### src/rtl/id_exe_stage_reg_pkg.sv
// Shared pipeline constants: control-bundle width, field positions and the
// bubble encoding reused by every stage register.
package id_exe_stage_reg_pkg;

    localparam int CTRL_W = 16;

    localparam int CTRL_REGWRITE      = 0;
    localparam int CTRL_ALUSRC        = 1;
    localparam int CTRL_MEMWRITE      = 2;
    localparam int CTRL_MEMREAD       = 3;
    localparam int CTRL_MEMTYPE_LSB   = 4;
    localparam int CTRL_MEMTYPE_W     = 2;
    localparam int CTRL_RESULTSRC_LSB = 6;
    localparam int CTRL_RESULTSRC_W   = 2;
    localparam int CTRL_ALUOP_LSB     = 8;
    localparam int CTRL_ALUOP_W       = 3;
    localparam int CTRL_BEQ           = 11;
    localparam int CTRL_BNE           = 12;
    localparam int CTRL_JAL           = 13;
    localparam int CTRL_JALR          = 14;
    localparam int CTRL_SPARE         = 15;

    // All-zero bundle: no register, memory or branch side effects.
    localparam logic [CTRL_W-1:0] CTRL_BUBBLE = '0;

endpackage

### src/rtl/id_exe_stage_reg_if.sv
// Decode/execute side bundle of the ID->EXE stage register.
interface id_exe_stage_reg_if #(
    parameter int XLEN   = 64,
    parameter int CTRL_W = id_exe_stage_reg_pkg::CTRL_W,
    parameter int REG_W  = 5,
    parameter int CNT_W  = 32
);
    logic              flush;
    logic              in_valid;
    logic              in_ready;
    logic [CTRL_W-1:0] in_ctrl;
    logic [XLEN-1:0]   in_pc;
    logic [XLEN-1:0]   in_rs1;
    logic [XLEN-1:0]   in_rs2;
    logic [XLEN-1:0]   in_imm;
    logic [REG_W-1:0]  in_rd;
    logic              out_valid;
    logic              out_ready;
    logic [CTRL_W-1:0] out_ctrl;
    logic [XLEN-1:0]   out_pc;
    logic [XLEN-1:0]   out_rs1;
    logic [XLEN-1:0]   out_rs2;
    logic [XLEN-1:0]   out_imm;
    logic [REG_W-1:0]  out_rd;
    logic [CNT_W-1:0]  stall_cnt;

    modport master (
        output flush, in_valid, in_ctrl, in_pc, in_rs1, in_rs2, in_imm, in_rd, out_ready,
        input  in_ready, out_valid, out_ctrl, out_pc, out_rs1, out_rs2, out_imm, out_rd,
               stall_cnt
    );

    modport slave (
        input  flush, in_valid, in_ctrl, in_pc, in_rs1, in_rs2, in_imm, in_rd, out_ready,
        output in_ready, out_valid, out_ctrl, out_pc, out_rs1, out_rs2, out_imm, out_rd,
               stall_cnt
    );
endinterface

### src/rtl/id_exe_stage_reg_skid_buf.sv
// Generic two-entry valid/ready buffer: a main entry driving the outputs and a
// skid entry that absorbs the one beat in flight when the consumer stalls.
module stage_skid_buf #(
    parameter int DATA_W = 8
) (
    input  logic              clk,
    input  logic              reset,
    input  logic              flush,
    input  logic              in_valid,
    output logic              in_ready,
    input  logic [DATA_W-1:0] in_data,
    output logic              out_valid,
    input  logic              out_ready,
    output logic [DATA_W-1:0] out_data
);
    logic              main_vld_p1;
    logic              skid_vld_p1;
    logic [DATA_W-1:0] main_data_p1;
    logic [DATA_W-1:0] skid_data_p1;
    logic              in_fire;
    logic              main_load;

    // Ready comes only from the skid flag, so there is no path from in_valid or out_ready.
    assign in_ready  = !skid_vld_p1 && !reset;
    assign in_fire   = in_valid && in_ready;
    assign main_load = !main_vld_p1 || out_ready;

    always_ff @(posedge clk) begin
        if (reset) begin
            main_vld_p1  <= 1'b0;
            skid_vld_p1  <= 1'b0;
            main_data_p1 <= '0;
            skid_data_p1 <= '0;
        end else if (flush) begin
            main_vld_p1 <= 1'b0;
            skid_vld_p1 <= 1'b0;
        end else if (main_load) begin
            if (skid_vld_p1) begin
                main_data_p1 <= skid_data_p1;
                main_vld_p1  <= 1'b1;
                skid_vld_p1  <= 1'b0;
            end else if (in_fire) begin
                main_data_p1 <= in_data;
                main_vld_p1  <= 1'b1;
            end else begin
                main_vld_p1 <= 1'b0;
            end
        end else if (in_fire) begin
            skid_data_p1 <= in_data;
            skid_vld_p1  <= 1'b1;
        end
    end

    assign out_valid = main_vld_p1;
    assign out_data  = main_data_p1;
endmodule

### src/rtl/id_exe_stage_reg.sv
// ID->EXE stage register: skid-buffered handshake, bubble clearing on empty or
// squashed slots, and a stall-cycle counter.
module id_exe_stage_reg #(
    parameter int XLEN       = 64,
    parameter int CTRL_W     = id_exe_stage_reg_pkg::CTRL_W,
    parameter int REG_W      = 5,
    parameter int CLEAR_DATA = 0,
    parameter int CNT_W      = 32
) (
    input logic               clk,
    input logic               reset,
    id_exe_stage_reg_if.slave bus
);
    import id_exe_stage_reg_pkg::*;

    localparam int PAY_W    = CTRL_W + 4 * XLEN + REG_W;
    localparam bit CLEAR_EN = (CLEAR_DATA != 0);

    logic [PAY_W-1:0]  in_pay;
    logic [PAY_W-1:0]  main_pay_p1;
    logic              main_vld_p1;
    logic [CTRL_W-1:0] main_ctrl;
    logic [XLEN-1:0]   main_pc;
    logic [XLEN-1:0]   main_rs1;
    logic [XLEN-1:0]   main_rs2;
    logic [XLEN-1:0]   main_imm;
    logic [REG_W-1:0]  main_rd;
    logic              zero_data;
    logic [CNT_W-1:0]  stall_cnt_p1;

    assign in_pay = {bus.in_ctrl, bus.in_pc, bus.in_rs1, bus.in_rs2, bus.in_imm, bus.in_rd};

    // ---- p0 -> p1: decode beat captured into main/skid ----
    stage_skid_buf #(.DATA_W(PAY_W)) u_skid (
        .clk       (clk),
        .reset     (reset),
        .flush     (bus.flush),
        .in_valid  (bus.in_valid),
        .in_ready  (bus.in_ready),
        .in_data   (in_pay),
        .out_valid (main_vld_p1),
        .out_ready (bus.out_ready),
        .out_data  (main_pay_p1)
    );

    assign {main_ctrl, main_pc, main_rs1, main_rs2, main_imm, main_rd} = main_pay_p1;
    assign zero_data = CLEAR_EN && !main_vld_p1;

    assign bus.out_valid = main_vld_p1;
    assign bus.out_ctrl  = main_vld_p1 ? main_ctrl : CTRL_W'(CTRL_BUBBLE);
    assign bus.out_pc    = zero_data ? '0 : main_pc;
    assign bus.out_rs1   = zero_data ? '0 : main_rs1;
    assign bus.out_rs2   = zero_data ? '0 : main_rs2;
    assign bus.out_imm   = zero_data ? '0 : main_imm;
    assign bus.out_rd    = zero_data ? '0 : main_rd;

    // ---- p1: stall accounting, survives flush ----
    always_ff @(posedge clk) begin
        if (reset) begin
            stall_cnt_p1 <= '0;
        end else if (main_vld_p1 && !bus.out_ready) begin
            stall_cnt_p1 <= stall_cnt_p1 + CNT_W'(1);
        end
    end

    assign bus.stall_cnt = stall_cnt_p1;
endmodule

### src/flat_wrapper.sv
// flat-port wrapper written by rule: the top's interface ports become plain ports
module id_exe_stage_reg_flat import id_exe_stage_reg_pkg::*;
#(
    parameter int XLEN       = 64,
    parameter int CTRL_W     = id_exe_stage_reg_pkg::CTRL_W,
    parameter int REG_W      = 5,
    parameter int CLEAR_DATA = 0,
    parameter int CNT_W      = 32
)
  (clk, reset, bus_flush, bus_in_valid, bus_in_ctrl, bus_in_pc, bus_in_rs1, bus_in_rs2, bus_in_imm, bus_in_rd, bus_out_ready, bus_in_ready, bus_out_valid, bus_out_ctrl, bus_out_pc, bus_out_rs1, bus_out_rs2, bus_out_imm, bus_out_rd, bus_stall_cnt);
  id_exe_stage_reg_if #(.XLEN(XLEN), .CTRL_W(CTRL_W), .REG_W(REG_W), .CNT_W(CNT_W)) bus_i ();
  input logic clk;
  input logic reset;
  input wire logic [$bits(bus_i.flush)-1:0] bus_flush;
  input wire logic [$bits(bus_i.in_valid)-1:0] bus_in_valid;
  input wire logic [$bits(bus_i.in_ctrl)-1:0] bus_in_ctrl;
  input wire logic [$bits(bus_i.in_pc)-1:0] bus_in_pc;
  input wire logic [$bits(bus_i.in_rs1)-1:0] bus_in_rs1;
  input wire logic [$bits(bus_i.in_rs2)-1:0] bus_in_rs2;
  input wire logic [$bits(bus_i.in_imm)-1:0] bus_in_imm;
  input wire logic [$bits(bus_i.in_rd)-1:0] bus_in_rd;
  input wire logic [$bits(bus_i.out_ready)-1:0] bus_out_ready;
  output wire logic [$bits(bus_i.in_ready)-1:0] bus_in_ready;
  output wire logic [$bits(bus_i.out_valid)-1:0] bus_out_valid;
  output wire logic [$bits(bus_i.out_ctrl)-1:0] bus_out_ctrl;
  output wire logic [$bits(bus_i.out_pc)-1:0] bus_out_pc;
  output wire logic [$bits(bus_i.out_rs1)-1:0] bus_out_rs1;
  output wire logic [$bits(bus_i.out_rs2)-1:0] bus_out_rs2;
  output wire logic [$bits(bus_i.out_imm)-1:0] bus_out_imm;
  output wire logic [$bits(bus_i.out_rd)-1:0] bus_out_rd;
  output wire logic [$bits(bus_i.stall_cnt)-1:0] bus_stall_cnt;
  assign bus_i.flush = bus_flush;
  assign bus_i.in_valid = bus_in_valid;
  assign bus_i.in_ctrl = bus_in_ctrl;
  assign bus_i.in_pc = bus_in_pc;
  assign bus_i.in_rs1 = bus_in_rs1;
  assign bus_i.in_rs2 = bus_in_rs2;
  assign bus_i.in_imm = bus_in_imm;
  assign bus_i.in_rd = bus_in_rd;
  assign bus_i.out_ready = bus_out_ready;
  assign bus_in_ready = bus_i.in_ready;
  assign bus_out_valid = bus_i.out_valid;
  assign bus_out_ctrl = bus_i.out_ctrl;
  assign bus_out_pc = bus_i.out_pc;
  assign bus_out_rs1 = bus_i.out_rs1;
  assign bus_out_rs2 = bus_i.out_rs2;
  assign bus_out_imm = bus_i.out_imm;
  assign bus_out_rd = bus_i.out_rd;
  assign bus_stall_cnt = bus_i.stall_cnt;
  id_exe_stage_reg #(.XLEN(XLEN), .CTRL_W(CTRL_W), .REG_W(REG_W), .CLEAR_DATA(CLEAR_DATA), .CNT_W(CNT_W)) u_core (.clk(clk), .reset(reset), .bus(bus_i));
endmodule
### config.mk
export PLATFORM = sky130hd
export DESIGN_NAME = id_exe_stage_reg_flat
export DESIGN_NICKNAME = d
export VERILOG_FILES = /design/src/rtl/id_exe_stage_reg_pkg.sv /design/src/rtl/id_exe_stage_reg_if.sv /design/src/rtl/id_exe_stage_reg_skid_buf.sv /design/src/rtl/id_exe_stage_reg.sv /design/src/flat_wrapper.sv
export SDC_FILE = /design/constraint.sdc
export NUM_CORES = 1
export LEC_CHECK = 0
export CAP_MARGIN = 0
export CORE_MARGIN = 4
export CORE_UTILIZATION = 35
export CTS_BUF_LIST = sky130_fd_sc_hd__clkbuf_4 sky130_fd_sc_hd__clkbuf_8 sky130_fd_sc_hd__clkbuf_16
export DETAILED_ROUTE_END_ITERATION = 10
export GPL_ROUTABILITY_DRIVEN = 0
export PLACE_DENSITY = 0.61
export SLEW_MARGIN = 25
export SYNTH_ARGS = -nofsm -noshare
export SYNTH_HDL_FRONTEND = slang
export SYNTH_SLANG_ARGS = --single-unit
### constraint.sdc
create_clock -name clk -period 2.8 [get_ports clk]
set_clock_uncertainty 0.15 [all_clocks]
set_input_delay 0.42 -clock clk [delete_from_list [all_inputs] [get_ports clk]]
set_output_delay 0.42 -clock clk [all_outputs]
set_load 0.005 [all_outputs]
Yosys cells after proc, flatten, opt, wreduce, memory -nomap -nowiden
Index checks and enable logic that the tools add are counted.
W data, S select, Z words.
Word-level totals
  bits in registers: 588
  input bits: 282
  output and inout port bits: 311
  word-level logic and storage cells: 26
Operators by class
  $add $sub $neg: 1
  mux-type cells: 5
  bitwise operators: 2
  reductions and logical operators: 13
Operator list (count)
  $mux W277: 2
  $add A32 B1 Y32 const B: 1
  $mux W16: 1
  $reduce_and A3 Y1: 2
  $logic_not A1 Y1: 4
  $logic_and A1 B1 Y1: 3
  $reduce_or A3 Y1: 1
  $mux W1: 2
  $not A1 Y1: 2
  $reduce_bool A2 Y1: 1
  $reduce_or A2 Y1: 1
  $logic_or A1 B1 Y1: 1

Logic depth before layout (Yosys ltp)
Gate-level depths: netlist of run 1.
  word-level depth: 5
  gate-level depth with buffers: 8
  mapped depth without buffers: 5

Modules after synthesis
A second synthesis of run 1 with hierarchy kept.
Second synthesis, totals
  cell total of the unflattened synthesis: 2761
  area total of the unflattened synthesis: 28259.6 µm²
Modules (own cells, without submodules)
  stage_skid_buf: instances 1, cells an instance 2564, area each 26606.8 µm², seq. area each 11130.7 µm²
  id_exe_stage_reg: instances 1, cells an instance 197, area each 1652.8 µm², seq. area each 640.6 µm²

Worst setup path before layout of run 1
No wires, ideal clock.
  kind: input -> output
  start point: input port reset
  end point: output port bus_in_ready
  arrival: 1531 ps
  data required time: 2230 ps
  setup slack: 699 ps
  stages on the path: 5
  buffers on the path: 4
  cell sequence: clkbuf_1 clkbuf_1 clkbuf_1 clkbuf_1 nor2_1
On the way
  cells in the longest elaborated chain, start to end: 2
Ends and longest elaborated chain
  from (decl): RTL line flat_wrapper.sv:13  | input logic reset;
  $logic_not A1 Y1: RTL line id_exe_stage_reg_skid_buf.sv:24  | assign in_ready = !skid_vld_p1 && !reset;
  $logic_and A1 B1 Y1: RTL line id_exe_stage_reg_skid_buf.sv:24
  to (decl): RTL line flat_wrapper.sv:23  | output wire logic [$bits(bus_i.in_ready)-1:0] bus_in_ready;
No other way between the ends.

Worst setup path in the final report of run 1
  start point: register u_core.u_skid.skid_vld_p1
  end point: output port bus_in_ready
On the way
  cells in the longest elaborated chain, start to end: 2
Ends and longest elaborated chain
  from (decl): RTL line id_exe_stage_reg_skid_buf.sv:17  | logic skid_vld_p1;
  from (signal assigned): RTL line id_exe_stage_reg_skid_buf.sv:31  | skid_vld_p1 <= 1'b0;
  from (signal assigned): RTL line id_exe_stage_reg_skid_buf.sv:36  | skid_vld_p1 <= 1'b0;
  from (signal assigned): RTL line id_exe_stage_reg_skid_buf.sv:41  | skid_vld_p1 <= 1'b0;
  $logic_not A1 Y1: RTL line id_exe_stage_reg_skid_buf.sv:24
  $logic_and A1 B1 Y1: RTL line id_exe_stage_reg_skid_buf.sv:24
No other way between the ends.

==> run summary, run 1 <==
- **power per standard cell area** 595 nW/µm²
- **switching power as a share of total power** 0.233
- **synth unique cells** 39
- **synthesized instance count** 2907
- **standby leakage power** 10.5 nW
- **post-detail-place hpwl** 49100 µm
- **Placed Instances** 4029
- **post-route antenna net violation count** 0
- **maximum number of pins on one net before global-route repair** 222
- **total routed wirelength** 71400 µm
- **starting density of the core** 0.356
- **Max clock buf depth** 3
- **width of the die** 276 µm
- **mean instance size in the synthesized netlist** 8.63 µm²
- **post-synthesis async set-or-reset flop share** 0
- **Max Cap Viol** 0
- **die height** 276 µm
- **result of the run** finished clean
- **combinational cell fraction of total power** 0.090
- **DRC violations left** 0
- **CTS tree** yes
- **Routed wire per std cell** 17.2 µm
- **leading cell type in the layout, fill and taps excluded** sky130_fd_sc_hd__clkdlybuf4s50_1
- **critical path peak fanout** 31
- **part of the total power dissipated in the clock network** 0.459
- **Worst-Skew Late Latency** 590 ps
- **CP Capture Type** primary output
- **share of cells above drive strength 1** 0.0674
- **initial antenna violation count** 16
- **non-filler cells, final** 4157
- **shortest period the worst path allows** 2600 ps
- **CTS sink count** 588
- **Layout Nets** 3443
- **Setup crit start kind** flip-flop
- **vias per inst** 4.77
- **Seq/Total Area, Yosys** 0.469
- **Primary FF master, synth** sky130_fd_sc_hd__dfxtp_1
- **number of global-route vias before repair** 18638
- **Layout Area Growth over Synthesis** 30.1%
- **type of the tightest min-delay check** in2reg
- **total routing usage reported by global routing** 0.178
- **max-slew violation total from the final report** 0
- **number of levels the H-tree was split into** 3
- **VDD IR max** 0.469 mV
- **quantity of gates resized following cts** 0
- **part of the cycle the worst path needs** 0.927
- **Core Region** 70500 µm²
- **number of I/O pins** 593
- **worst setup path category** reg2out
- **setup repair after global routing missed its margin** no
- **highest clock rate** 385 MHz
- **count of port buffers added during placement** 592
- **Vias** 19849
- **post-cts hold buffer count** 0
- **number of hold-slack violations in the final timing report** 0
- **synthesized net count** 3190
- **worst endpoint data arrival time** 2030 ps
- **net switching power** 4.52 mW
- **post-route core utilization** 0.463
- **number of rows created at floorplan** 97
- **R2R setup slack** 640 ps
- **first-pass GRT wire length** 108000 µm
- **# Post-CTS Setup Buffers** 0
- **Synth Register Bits** 588
- **root cell of the clock tree** sky130_fd_sc_hd__clkbuf_16
- **Remaining Overflow, GRT** 0
- **number of warnings issued by yosys** 0
- **commonest cells after routing, fill and taps aside** sky130_fd_sc_hd__clkdlybuf4s50_1, sky130_fd_sc_hd__dfxtp_1, sky130_fd_sc_hd__nand2_1, sky130_fd_sc_hd__nor2_1, sky130_fd_sc_hd__a21oi_1
- **cell area after synthesis** 25100 µm²
- **Die Footprint** 76000 µm²
- **number of iterations in the first detailed-routing pass** 5
- **clock-pin transition on the worst setup and hold timing paths** 60 ps
- **endpoint required time on the critical path** 2230 ps
- **number of enable flip-flop cells after synthesis** 0
- **total CTS buffers** 68
- **internal power contribution** 14.9 mW
- **final setup vio count** 0
- **First DRT Iteration DRCs** 1109
- **Fin Hold WS** 71.4 ps
- **Slew headroom** 0.315
- **transition time at the pin with the least slew margin** 1030 ps
- **Flop pwr share** 0.451
- **final setup TNS** 0 ps
metal layers:
layer / global-route usage / vias up / share of wire
met2: 0.296 / 435 / 0.48
met1: 0.223 / 9123 / 0.43
met4: 0.0645 / 10 / 0.032
met5: 0 / - / 0.00097
li1: - / 10150 / -
met3: 0.0459 / 131 / 0.061
final timing paths:
path,start,endpoint,depth (start not counted)
worst max-delay path,u_core.u_skid.skid_vld_p1,bus_in_ready,3
worst min-delay path,reset,u_core.u_skid.out_valid,3
worst max register to register,u_core.bus.stall_cnt[7],u_core.bus.stall_cnt[24],4
worst min register to register,u_core.u_skid.skid_data_p1[255],u_core.u_skid.skid_data_p1[255],2
flip-flops by register name (all words and copies together) (netlist names):
signal	flops
u_core.u_skid.out_data	277
u_core.u_skid.skid_data_p1	277
u_core.bus.stall_cnt	32
u_core.u_skid.out_valid	1
u_core.u_skid.skid_vld_p1	1
power by group through the flow:
| stage | Sequential (mW) | Clock (mW) | Combinational [mW] |
|---|---|---|---|
| 6_report | 8.76 | 8.91 | 1.75 |
| 4_1_cts | 8.76 | 9.20 | 1.77 |
| 2_1_floorplan | 8.88 | 0 | 0.948 |
| 3_5_place_dp | 8.94 | 0 | 1.76 |
| 3_3_place_gp | 8.94 | 0 | 1.75 |
| 5_1_grt | 8.78 | 9.51 | 1.91 |
cell families (layout without fill, tap and decap cells):
logic type                 count (synthesis)  after routing  synth area share
muxes                                    288            288             0.115
adders and majority gates                  1              1          0.000499
AOI/OAI and AO/OA                        574            574             0.143
xor gates and xnor gates                  11             11           0.00384
DFF                                      588            588             0.469
and+or+nand+nor                          955            955             0.152
other                                      0             12                 0
buffers and inverters                    490            788             0.116
worst max-delay path, stage by stage (launching register included):
cell and delay [ps]:
sky130_fd_sc_hd__dfxtp_4 430, sky130_fd_sc_hd__buf_12 210, sky130_fd_sc_hd__nor2_1 250, sky130_fd_sc_hd__clkdlybuf4s50_1 560
per-stage QoR:
| stage | power [mW] | cell area, µm² | setup slack [ps] |
|---|---|---|---|
| after floorplan | 9.83 | 25100 | 699 |
| after global placement | 10.7 | 30300 | 189 |
| after detailed placement | 10.7 | 30300 | 166 |
| after CTS | 19.7 | 32600 | 115 |
| after global routing | 20.2 | 32600 | 117 |
| final | 19.4 | 32700 | 204 |
synth_stat cells (all sizes together), types with 2 or more instances:
cell type	number	area share
dfxtp	588	0.47
nand2	566	0.085
buf	358	0.096
nor2	305	0.046
a21oi	287	0.057
a211oi	278	0.083
mux2i	277	0.11
clkbuf	129	0.019
and2	16	0.0043
nand4	16	0.0040
nand3	12	0.0026
nor2b	12	0.0030
mux2	11	0.0049
o21ai	8	0.0016
or3	8	0.0020
xor2	7	0.0024
nor4	5	0.0015
nor3	4	0.00080
xnor2	4	0.0014
inv	3	0.00045
and3	2	0.00050
and4	2	0.00070
or4	2	0.00060
cell type report:
| cell class | count | area [µm²] |
|---|---|---|
| repair buffers | 670 | 6990 |
| clock inverters | 17 | 219 |
| clock buffers | 98 | 2040 |
| inverters | 3 | 11.3 |
| diodes | 12 | 30.0 |
| multi-input cells | 1829 | 10400 |
| flip-flops and latches | 588 | 11800 |
| well taps | 940 | 1180 |
| fillers | 6822 | 37900 |
Note: power is estimated with default switching activity, not from simulation.
==> run 2, diff against run 1 <==
- clock period: 2.8 -> 3.4 ns (I/O delays scaled with it)
==> run summary, run 2 (synthesis gave the netlist of run 1 again) <==
- **first-pass GRT wire length** 107000 µm, -0.49%
- **Setup crit start kind** flip-flop
- **worst endpoint data arrival time** 2150 ps, +120 ps
- **Worst-Skew Late Latency** 610 ps, +20 ps
- **starting density of the core** 0.356, unchanged
- **width of the die** 276 µm, unchanged
- **CTS tree** yes
- **Worst Hold Endpoint** u_core.u_skid.skid_data_p1[155]
- **hold path start** reset
- **delay of the slowest cell on the worst path** 570 ps, about the same
- **CTS sink count** 588, unchanged
- **kind of cell with the highest combined delay on the critical path** buffers and inverters
- **type of the tightest min-delay check** in2reg
- **Max Cap Viol** 0, unchanged
- **leading cell type in the layout, fill and taps excluded** sky130_fd_sc_hd__clkdlybuf4s50_1
- **CP Capture Type** primary output
- **Vias** 19665, -0.93%
- **fill cell instance count of the final layout** 6850, +0.41%
- **die height** 276 µm, unchanged
- **post-route core utilization** 0.458, -0.00552
- **total CTS buffers** 68, unchanged
- **worst setup path category** reg2out
- **total routed wirelength** 71300 µm, -0.17%
- **final setup vio count** 0, unchanged
- **power per standard cell area** 506 nW/µm², -15%
- **number of rows created at floorplan** 97, unchanged
- **Hold Path Stages** 2, -1
- **standby leakage power** 10.3 nW, -2.0%
- **Max clock buf depth** 3, unchanged
- **result of the run** finished clean
- **# Post-CTS Setup Buffers** 0, unchanged
- **post-route antenna net violation count** 0, unchanged
- **First DRT Iteration DRCs** 1051, -5.2%
- **total routing usage reported by global routing** 0.177, -0.000664
- **number of I/O pins** 593, unchanged
- **root cell of the clock tree** sky130_fd_sc_hd__clkbuf_16
- **VDD IR max** 0.301 mV, -36%
- **number of levels the H-tree was split into** 3, unchanged
- **Remaining Overflow, GRT** 0, unchanged
- **initial antenna violation count** 18, +2
- **count of port buffers added during placement** 592, unchanged
- **transition time at the pin with the least slew margin** 1200 ps, +171 ps
- **number of iterations in the first detailed-routing pass** 6, +1
- **maximum number of pins on one net before global-route repair** 227, +2.3%
- **share of cells above drive strength 1** 0.0571, -0.0103
- **capture instance of the worst register-to-register path** u_core.u_skid.skid_data_p1[172]
- **critical path peak fanout** 12, -61%
- **Layout Area Growth over Synthesis** 28.6%
- **vias per inst** 4.77, about the same
- **buffer and inverter count on the worst path** 2, unchanged
- **number of hold-slack violations in the final timing report** 0, unchanged
- **Layout Nets** 3397, -1.3%
- **R2R setup slack** 730 ps, +90 ps
- **number of global-route vias before repair** 18319, -1.7%
- **worst setup path startpoint** u_core.u_skid.out_valid
- **Slew headroom** 0.200, -0.114
- **Core Region** 70500 µm², unchanged
- **clock-pin transition on the worst setup and hold timing paths** 60 ps, about the same
- **Die Footprint** 76000 µm², unchanged
- **launch point of the worst reg-to-reg path** u_core.u_skid.out_valid
- **quantity of gates resized following cts** 0, unchanged
- **highest clock rate** 356 MHz
- **part of the cycle the worst path needs** 0.826
- **endpoint required time on the critical path** 2740 ps, +510 ps
- **commonest cells after routing, fill and taps aside** sky130_fd_sc_hd__clkdlybuf4s50_1, sky130_fd_sc_hd__dfxtp_1, sky130_fd_sc_hd__nand2_1, sky130_fd_sc_hd__nor2_1, sky130_fd_sc_hd__a21oi_1
- **max-slew violation total from the final report** 0, unchanged
- **DRC violations left** 0, unchanged
- **count of cells along the worst register-to-register path** 5, +1
- **post-detail-place hpwl** 47000 µm, -4.1%
- **shortest period the worst path allows** 2810 ps
- **post-cts hold buffer count** 0, unchanged
- **Worst path slowest cell** sky130_fd_sc_hd__dfxtp_1
- **setup repair after global routing missed its margin** no
- **final setup TNS** 0 ps, unchanged
- **Routed wire per std cell** 17.3 µm, +0.68%
- **critical path, cell by cell** buf_4 -> and2_1 -> clkdlybuf4s50_1
run 2: where the power goes:
| part | switching, mW | total [mW] | internal (mW) |
|---|---|---|---|
| Combinational | 0.615 | 1.41 | 0.798 |
| Sequential | 0.114 | 7.20 | 7.09 |
| Clock | 3.08 | 7.71 | 4.64 |
| Total | 3.81 | 16.3 | 12.5 |
run 2: area by class of cell:
class	instances	area, µm²	share of cell area
flip-flops and latches	588	11800	0.365
inverters	3	11.3	0.000349
multi-input cells	1829	10400	0.323
well taps	940	1180	0.0365
clock buffers	99	2090	0.0647
diodes	12	30.0	0.000931
clock inverters	27	325	0.0101
repair buffers	624	6440	0.200
run 2: worst max-delay path by stage:
stage	endpoint	cells after the start
after floorplan	bus_in_ready	5
after global placement	u_core.u_skid.skid_data_p1[88]	6
after detailed placement	u_core.u_skid.skid_data_p1[55]	6
after CTS	bus_out_ctrl[6]	3
after global routing	bus_out_ctrl[6]	3
final	bus_out_ctrl[6]	3
run 2: metrics by stage:
step | instances | total power [mW] | worst slack (ps) | hold slack (ps) | area (µm²)
2_1_floorplan | 2907 | 8.09 | 1120 | 286 | 25100
5_1_grt | 4119 | 17.0 | 458 | 105 | 32300
3_3_place_gp | 3983 | 8.77 | 543 | 291 | 29800
3_5_place_dp | 3983 | 8.78 | 498 | 296 | 29800
6_report | 4122 | 16.3 | 592 | 124 | 32300
4_1_cts | 4109 | 16.6 | 517 | 80.0 | 32200
run 2: metal layers:
layer | part of all wire | global-route usage | wire, µm | up-vias
met5 | 0.0011 | 0 | 75 | -
met4 | 0.032 | 0.0664 | 2280 | 10
met3 | 0.077 | 0.0594 | 5510 | 129
met2 | 0.47 | 0.288 | 33700 | 462
met1 | 0.42 | 0.218 | 29700 | 8985
li1 | - | - | - | 10079
run 2: worst register-to-register path, delay by kind of cell, from the launching register on:
family                 cells  cell delay, ps
AOI/OAI and AO/OA          1              80
buffers and inverters      1             320
DFF                        1             570
and+or+nand+nor            3            1390
